## config.mk

```make
export PLATFORM = sky130hd
export DESIGN_NAME = lanzones_fetch_unit
export DESIGN_NICKNAME = d
export VERILOG_FILES = /design/src/rtl/lanzones_fetch_unit.sv
export SDC_FILE = /design/constraint.sdc
export NUM_CORES = 1
export LEC_CHECK = 0
export ABC_AREA = 1
export ABC_CLOCK_PERIOD_IN_PS = 4000
export CAP_MARGIN = 25
export CORE_AREA = 2 2 198 200
export DETAILED_ROUTE_END_ITERATION = 12
export DIE_AREA = 0 0 200 202
export HOLD_SLACK_MARGIN = 0.02
export PLACE_DENSITY = 0.57
export SKIP_LAST_GASP = 1
export SLEW_MARGIN = 40
export SYNTH_ARGS = -nofsm -noshare
export SYNTH_HDL_FRONTEND = slang
export SYNTH_SLANG_ARGS = --single-unit
```

## constraint.sdc

```tcl
create_clock -name clk -period 4 [get_ports clk]
set_input_delay 0.4 -clock clk [delete_from_list [all_inputs] [get_ports clk]]
set_output_delay 0.4 -clock clk [all_outputs]
set_load 0.01 [all_outputs]
```

## src/rtl/lanzones_fetch_unit.sv

```systemverilog
// Instruction-fetch front end: keeps up to DEPTH fetches in flight, buffers returned words with their PCs,
// and flushes on redirect while silently discarding responses to fetches issued before the redirect.
module lanzones_fetch_unit #(
    parameter int unsigned     XLEN     = 32,
    parameter int unsigned     DEPTH    = 4,
    parameter int unsigned     PC_STEP  = 4,
    parameter logic [XLEN-1:0] RESET_PC = '0
) (
    input  logic            clk,
    input  logic            rstn,
    output logic            req_vld,
    input  logic            req_rdy,
    output logic [XLEN-1:0] req_addr,
    input  logic            rsp_vld,
    input  logic [XLEN-1:0] rsp_data,
    output logic            rsp_rdy,
    output logic            inst_vld,
    input  logic            inst_rdy,
    output logic [XLEN-1:0] inst_data,
    output logic [XLEN-1:0] inst_pc,
    input  logic            redir_en,
    input  logic [XLEN-1:0] redir_pc
);
    localparam int unsigned     IW         = $clog2(DEPTH);
    localparam int unsigned     PW         = IW + 1;
    localparam logic [XLEN-1:0] STEP       = XLEN'(PC_STEP);
    localparam logic [XLEN-1:0] ALIGN_MASK = ~(STEP - XLEN'(1));
    localparam logic [PW:0]     DEPTH_W    = (PW+1)'(DEPTH);

    logic [XLEN-1:0]  fetch_pc;
    logic [PW-1:0]    alloc_ptr;
    logic [PW-1:0]    fill_ptr;
    logic [PW-1:0]    rd_ptr;
    logic [PW-1:0]    drop_cnt;
    logic [DEPTH-1:0] filled;
    logic [XLEN-1:0]  pc_mem   [DEPTH];
    logic [XLEN-1:0]  data_mem [DEPTH];

    logic [PW-1:0] live;
    logic [PW-1:0] pending;
    logic [PW:0]   used;
    logic [IW-1:0] alloc_idx;
    logic [IW-1:0] fill_idx;
    logic [IW-1:0] rd_idx;
    logic          issue;
    logic          pop;
    logic          rsp_drop;
    logic          rsp_fill;
    logic          rsp_redir_sub;

    assign alloc_idx = alloc_ptr[IW-1:0];
    assign fill_idx  = fill_ptr[IW-1:0];
    assign rd_idx    = rd_ptr[IW-1:0];

    assign live    = alloc_ptr - rd_ptr;
    assign pending = alloc_ptr - fill_ptr;
    assign used    = {1'b0, live} + {1'b0, drop_cnt};

    assign req_vld  = rstn & ~redir_en & (used < DEPTH_W);
    assign req_addr = fetch_pc;
    assign rsp_rdy  = rstn;
    assign issue    = req_vld & req_rdy;

    // Stale responses are consumed first; a response with nothing outstanding is ignored.
    assign rsp_drop      = rsp_vld & (drop_cnt != '0);
    assign rsp_fill      = rsp_vld & (drop_cnt == '0) & (pending != '0);
    assign rsp_redir_sub = rsp_vld & ((drop_cnt != '0) | (pending != '0));

    assign inst_vld  = rstn & filled[rd_idx] & (live != '0);
    assign inst_data = inst_vld ? data_mem[rd_idx] : '0;
    assign inst_pc   = inst_vld ? pc_mem[rd_idx] : '0;
    assign pop       = inst_vld & inst_rdy & ~redir_en;

    always_ff @(posedge clk) begin
        if (!rstn) begin
            fetch_pc  <= RESET_PC;
            alloc_ptr <= '0;
            fill_ptr  <= '0;
            rd_ptr    <= '0;
            drop_cnt  <= '0;
            filled    <= '0;
        end else if (redir_en) begin
            // Everything outstanding becomes stale; the buffer empties by rewinding to the read pointer.
            fetch_pc  <= redir_pc & ALIGN_MASK;
            alloc_ptr <= rd_ptr;
            fill_ptr  <= rd_ptr;
            drop_cnt  <= drop_cnt + pending - PW'(rsp_redir_sub);
        end else begin
            if (issue) begin
                alloc_ptr         <= alloc_ptr + PW'(1);
                fetch_pc          <= fetch_pc + STEP;
                filled[alloc_idx] <= 1'b0;
            end
            if (rsp_drop) begin
                drop_cnt <= drop_cnt - PW'(1);
            end
            if (rsp_fill) begin
                filled[fill_idx] <= 1'b1;
                fill_ptr         <= fill_ptr + PW'(1);
            end
            if (pop) begin
                rd_ptr <= rd_ptr + PW'(1);
            end
        end
    end

    always_ff @(posedge clk) begin
        if (issue) begin
            pc_mem[alloc_idx] <= fetch_pc;
        end
        if (rsp_fill && !redir_en) begin
            data_mem[fill_idx] <= rsp_data;
        end
    end

endmodule

```

# Yosys cells after proc, flatten, opt, wreduce, memory -nomap -nowiden
# Memories as Yosys holds them, arrays and structs flattened. A register that Yosys moved wholly into a read port is not among the register bits.
# Index checks and enable logic that the tools add are counted.
[op_classes]
add_sub_neg = 10
n_lt_le_gt_ge = 6
mux = 28
bitwise_logic = 17
reduce_logical = 13
[op_table]
columns = ["op", "n"]
rows = [
  ["$mux W32", 4],
  ["$add A32 B3 Y32 const B", 1],
  ["$mux W3", 6],
  ["$mux W4", 4],
  ["$and A1 B1 Y1", 11],
  ["$add A3 B1 Y3 const B", 3],
  ["$lt A2 B3 Y1 const B", 3],
  ["$reduce_bool A3 Y1", 3],
  ["$mux W2", 4],
  ["$mux W1", 7],
  ["$reduce_bool A2 Y1", 3],
  ["$sub A3 B3 Y3", 2],
  ["$add A3 B3 Y4", 1],
  ["$and A4 B4 Y4", 1],
  ["$demux W1 S2", 2],
  ["$ge A2 B1 Y1 const B", 2],
  ["$lt A4 B3 Y1 const B", 1],
  ["$not A4 Y4", 1],
  ["$or A4 B4 Y4", 1],
  ["$add A3 B3 Y3", 1],
  ["$logic_and A1 B1 Y1", 3],
  ["$logic_not A3 Y1", 1],
  ["$sub A3 B1 Y3", 1],
  ["$sub A3 B1 Y3 const B", 1],
  ["6 further kinds", 7],
]
[word_totals]
regBits = 48
ram_bits = 256
input_bits = 70
output_inout_bits = 99
wordCells = 83
mem_count = 2
[memory_table]
columns = ["memory", "depth", "word_bits", "read_ports", "rd_clocked_by_memory_dff", "wr", "line", "text"]
rows = [
  ["data_mem", 4, 32, 1, 1, 1, "37", "logic [XLEN-1:0] data_mem [DEPTH];"],
  ["pc_mem", 4, 32, 1, 1, 1, "36", "logic [XLEN-1:0] pc_mem [DEPTH];"],
]

# Depth between registers and ports, before layout
[depth]
ltp_word = 11
mapped_depth = 24
mapped_depth_nobuf = 24

# Least setup slack after synthesis
# OpenSTA, ideal clock, no wires.
[synth_timing]
path_kind = "register to register"
start = "reg alloc_ptr[0]"
end = "mem pc_mem[0][10], enable pin"
setup_ns = 0.417
arrival_time_ns = 3.362
t_required_ns = 3.583
setup_slack_ns = 0.221
stages_incl_launch_ff = 16
path_buffers = 1
period_less_slack_ns = 3.779
cell_sequence = "dfxtp_1 -> inv_1 -> ha_1 -> inv_1 -> fa_1 -> inv_1 -> nand2_1 -> nand3b_1 -> nand2_1 -> ha_1 -> inv_1 -> nand3b_1 -> inv_1 -> nand3_4 -> buf_2 -> nor2_1"
[synth_between]
elab_chain_len = 7
[synth_lines]
columns = ["item", "line", "text"]
rows = [
  ["start: declaration", "31", "logic [PW-1:0] alloc_ptr;"],
  ["start signal: assignment", "85", "alloc_ptr <= rd_ptr;"],
  ["start signal: assignment", "90", "alloc_ptr <= alloc_ptr + PW'(1);"],
  ["$sub A3 B3 Y3", "55", "assign live = alloc_ptr - rd_ptr;"],
  ["$add A3 B3 Y4", "57", "assign used = {1'b0, live} + {1'b0, drop_cnt};"],
  ["$lt A4 B3 Y1", "59", "assign req_vld = rstn & ~redir_en & (used < DEPTH_W);"],
  ["$and A1 B1 Y1", "59", ""],
  ["$and A1 B1 Y1", "62", "assign issue = req_vld & req_rdy;"],
  ["$mux W1", "108", "if (issue) begin"],
  ["$mux W1 (not written as such)", "109", "pc_mem[alloc_idx] <= fetch_pc;"],
  ["end: declaration", "36", ""],
]
# Several ways; a longest one is shown, not always the timed one.

# Worst setup path after layout
[layout_timing]
start = "reg alloc_ptr[0]"
end = "out inst_pc[10]"
[layout_between]
elab_chain_len = 4
[layout_lines]
columns = ["item", "line", "text"]
rows = [
  ["$sub A3 B3 Y3", "55", ""],
  ["$reduce_bool A3 Y1", "69", "assign inst_vld = rstn & filled[rd_idx] & (live != '0);"],
  ["$and A1 B1 Y1", "69", ""],
  ["$mux W32", "71", "assign inst_pc = inst_vld ? pc_mem[rd_idx] : '0;"],
  ["end: declaration", "20", "output logic [XLEN-1:0] inst_pc,"],
]
# No other way between the ends.

==> impl_metrics.env <==
export IMPL_outcome="finished clean"
export IMPL_ys_types=36
export IMPL_grt_max_degree=125
export IMPL_dp_hpwl_um=21300
export IMPL_cts_resized=0
export IMPL_relSlewSlack_pct=59.4
export IMPL_ys_seq_area_share_pct=63.4
export IMPL_drtIter0Drc=441
export IMPL_synth_main_ff_cell="edfxtp_1"
export IMPL_ys_ff_latch=296
export IMPL_cts_path_max_buffers=3
export IMPL_die_area_um2=40400
export IMPL_power_density_nw_per_um2=423
export IMPL_yosys_warnings=0
export IMPL_setup_tns_ns=0
export IMPL_endpoint_kind="primary output"
export IMPL_place_inst=2001
export IMPL_cts_setup_buffers=0
export IMPL_grt_pass1_vias=9572
export IMPL_fin_crit_ns=3.72
export IMPL_cts_root_buf="clkbuf_16"
export IMPL_period_share_pct=93.0
export IMPL_grt_ovfl_total=0
export IMPL_synthTopCellsByArea="edfxtp_1 56%, nor2_1 8.9%, dfxtp_1 7.2%"
export IMPL_power_leakage_nw=5.98
export IMPL_grt_antenna_before_repair=1
export IMPL_cts_tree="yes"
export IMPL_layout_drive_gt1_share_pct=6.92
export IMPL_internal_power_mw=5.43
export IMPL_antennaDiodeCount=0
export IMPL_detail_route_wl_per_cell_um=16.5
export IMPL_final_hold_viol_count=0
export IMPL_design_portCount=169
export IMPL_wl_um=34000
export IMPL_stdcell_count=2064
export IMPL_crit_start="alloc_ptr[0]$_SDFFE_PN0P_"
export IMPL_clk_pin_slew_ns=0.06
export IMPL_yosysMostFrequentCell="nor2_1"
export IMPL_critPathLaunchType="register"
export IMPL_die_w_um=200
export IMPL_synth_common_cells="315 x nor2_1, 248 x edfxtp_1, 229 x nand2_1"
export IMPL_post_route_drc_count=0
export IMPL_vdd_drop_max_uv=268
export IMPL_critPathMaxFanout=16
export IMPL_worstSetupEndpoint="inst_pc[10]"
export IMPL_yosysTopAreaCellShare_pct=56.1
export IMPL_timing_rr_end="pc_mem[3][27]$_DFFE_PP_"
export IMPL_fin_skew_ns=0.0177
export IMPL_power_switching_mw=1.58
export IMPL_synthCells=1361
export IMPL_cts_sinks=296
export IMPL_ant_nets=0
export IMPL_p_sw_share_pct=22.6
export IMPL_power_total_mw=7.01
export IMPL_areaGrowthSynthToFinish_pct=24.9
export IMPL_place_congestion=0.850
export IMPL_viasPerCell=4.70
export IMPL_ctsHtreeMaxLevel=2
export IMPL_grt_busiest_layer="met2"
export IMPL_numCtsBuffers=35
export IMPL_seq_power_share_pct=50.1
export IMPL_dr_pass1_iters=5
export IMPL_cp_arrival_ns=3.32
export IMPL_yosysTopAreaCell="edfxtp_1"
export IMPL_hold_buffers=0
export IMPL_grt_pass1_wl_um=52700
export IMPL_worstPathRequired_ns=3.60
export IMPL_port_buffers=162
export IMPL_fmax_mhz=269
export IMPL_r2r_slack_ns=0.68
export IMPL_rsz0062_at_grt="no"
export IMPL_critPathKind="register to primary output"
export IMPL_die_h_um=202
export IMPL_met1_usage_pct=22.2
export IMPL_hold_path_class="register to register"
export IMPL_syn_avg_cell_area_um2=9.75
export IMPL_core_um2=38300
export IMPL_grt_usage_pct=16.8
export IMPL_use_met3_pct=3.09
export IMPL_p_clk_share_pct=43.0
export IMPL_setup_viol=0
export IMPL_gr_usage_met2_pct=28.4
export IMPL_fillers=3674
export IMPL_combPwrFrac_pct=6.9
export IMPL_clk_latency_ns=0.51
export IMPL_async_reset_ff_share_pct=0
export IMPL_slew_viol_final=0
export IMPL_rows=72
export IMPL_initial_core_util_pct=34.6
export IMPL_cap_violations=0
export IMPL_vias=9708
export IMPL_nets=1612
export IMPL_synth_cell_area_um2=13300
export IMPL_synth_edf_count=248
export IMPL_rr_worst_depth=17
export IMPL_worst_pin_slew_ns=0.608
export IMPL_r2r_start="alloc_ptr[0]$_SDFFE_PN0P_"
==> how the worst min path moves through the flow <==
stage | startpoint | end | slack, ns | cells past startpoint
4_1_cts | redir_pc[4] | req_addr[4]$_SDFFE_PN0P_ | 0.47 | 3
5_1_grt | redir_pc[4] | req_addr[4]$_SDFFE_PN0P_ | 0.50 | 3
6_report | filled[3]$_SDFFE_PN0N_ | filled[3]$_SDFFE_PN0N_ | 0.47 | 2
3_5_place_dp | filled[3]$_SDFFE_PN0N_ | filled[3]$_SDFFE_PN0N_ | 0.47 | 2
3_3_place_gp | filled[3]$_SDFFE_PN0N_ | filled[3]$_SDFFE_PN0N_ | 0.46 | 2
2_1_floorplan | filled[3]$_SDFFE_PN0N_ | filled[3]$_SDFFE_PN0N_ | 0.44 | 2
==> through the flow <==
step / hold WS (ns) / setup slack (ns) / util, % / area (µm²)
global placement: 0.460 / 0.557 / 40.4 / 15500
detailed placement: 0.469 / 0.592 / 40.4 / 15500
floorplan: 0.445 / 0.221 / - / 13300
global route: 0.500 / 0.0273 / 43.3 / 16600
CTS: 0.467 / 0.0298 / 43.3 / 16600
finish: 0.474 / 0.279 / 43.3 / 16600
==> layout make-up <==
class / count / area (µm²) / share of cell area [%]
Tap cell: 518 / 648 / 3.91
Timing Repair Buffer: 187 / 1860 / 11.2
Multi-Input combinational cell: 906 / 4210 / 25.4
Inverter: 94 / 355 / 2.14
Sequential cell: 296 / 8410 / 50.8
Clock buffer: 46 / 938 / 5.66
Clock inverter: 17 / 151 / 0.914
==> power by group through the flow <==
| stage | combinational (mW) | clock, mW | sequential [mW] |
|---|---|---|---|
| 3_3_place_gp | 0.483 | 0 | 3.57 |
| 5_1_grt | 0.559 | 3.21 | 3.52 |
| 3_5_place_dp | 0.490 | 0 | 3.57 |
| 6_report | 0.486 | 3.01 | 3.51 |
| 2_1_floorplan | 0.286 | 0 | 3.55 |
| 4_1_cts | 0.493 | 3.09 | 3.51 |
==> kinds of logic (layout without fill, tap and decap cells) <==
kind of cell,Yosys count,after routing,synth area share [%]
flip-flops,296,296,63.4
buffers and inverters,162,344,5.11
AO/OA/AOI/OAI,246,246,9.46
adder cells (fa/ha/maj),22,22,2.24
other,1,4,0.0283
AND/OR/NAND/NOR,622,622,19.0
XOR/XNOR,12,12,0.792
==> flip-flops by register name, summed over array words and instances (netlist names), named ones only <==
signal and flops:
alloc_ptr 3, data_mem 128, drop_cnt 3, fill_ptr 3
filled 4, pc_mem 120, rd_ptr 3, req_addr 30
==> layer usage <==
layer  vias up  wire [µm]
met5         -         18
met1      4548      15400
li1       4877          -
met4         2        707
met3        53       1820
met2       228      16100
==> critical path: stages, from the launching register on <==
cell and delay, ns:
dfxtp_1 0.34, inv_1 0.17, ha_1 0.17, inv_1 0.05, fa_1 0.38, inv_1 0.07, nand2_1 0.06, nand2_1 0.07
nand2_1 0.06, nand3_1 0.17, nand2_4 0.21, buf_4 0.25, a21oi_1 0.22, clkdlybuf4s50_1 0.59
==> placed cells by master (no fill, tap or decap), drive strengths merged <==
cell type        n
nand3b           3
conb             4
clkbuf          46
fa               3
inv             94
xnor2            4
o21ai          142
a31oi            3
xor2             8
nor2           324
dfxtp           48
nand2          235
nand4            5
buf             25
bufinv           2
clkinv          14
o211a            1
ha              19
a211oi           1
nor3             1
a21oi           97
o21a             1
edfxtp         248
a22oi            1
clkdlybuf4s50  162
clkinvlp         1
nand3           54
(Power assumes the default switching activity.)
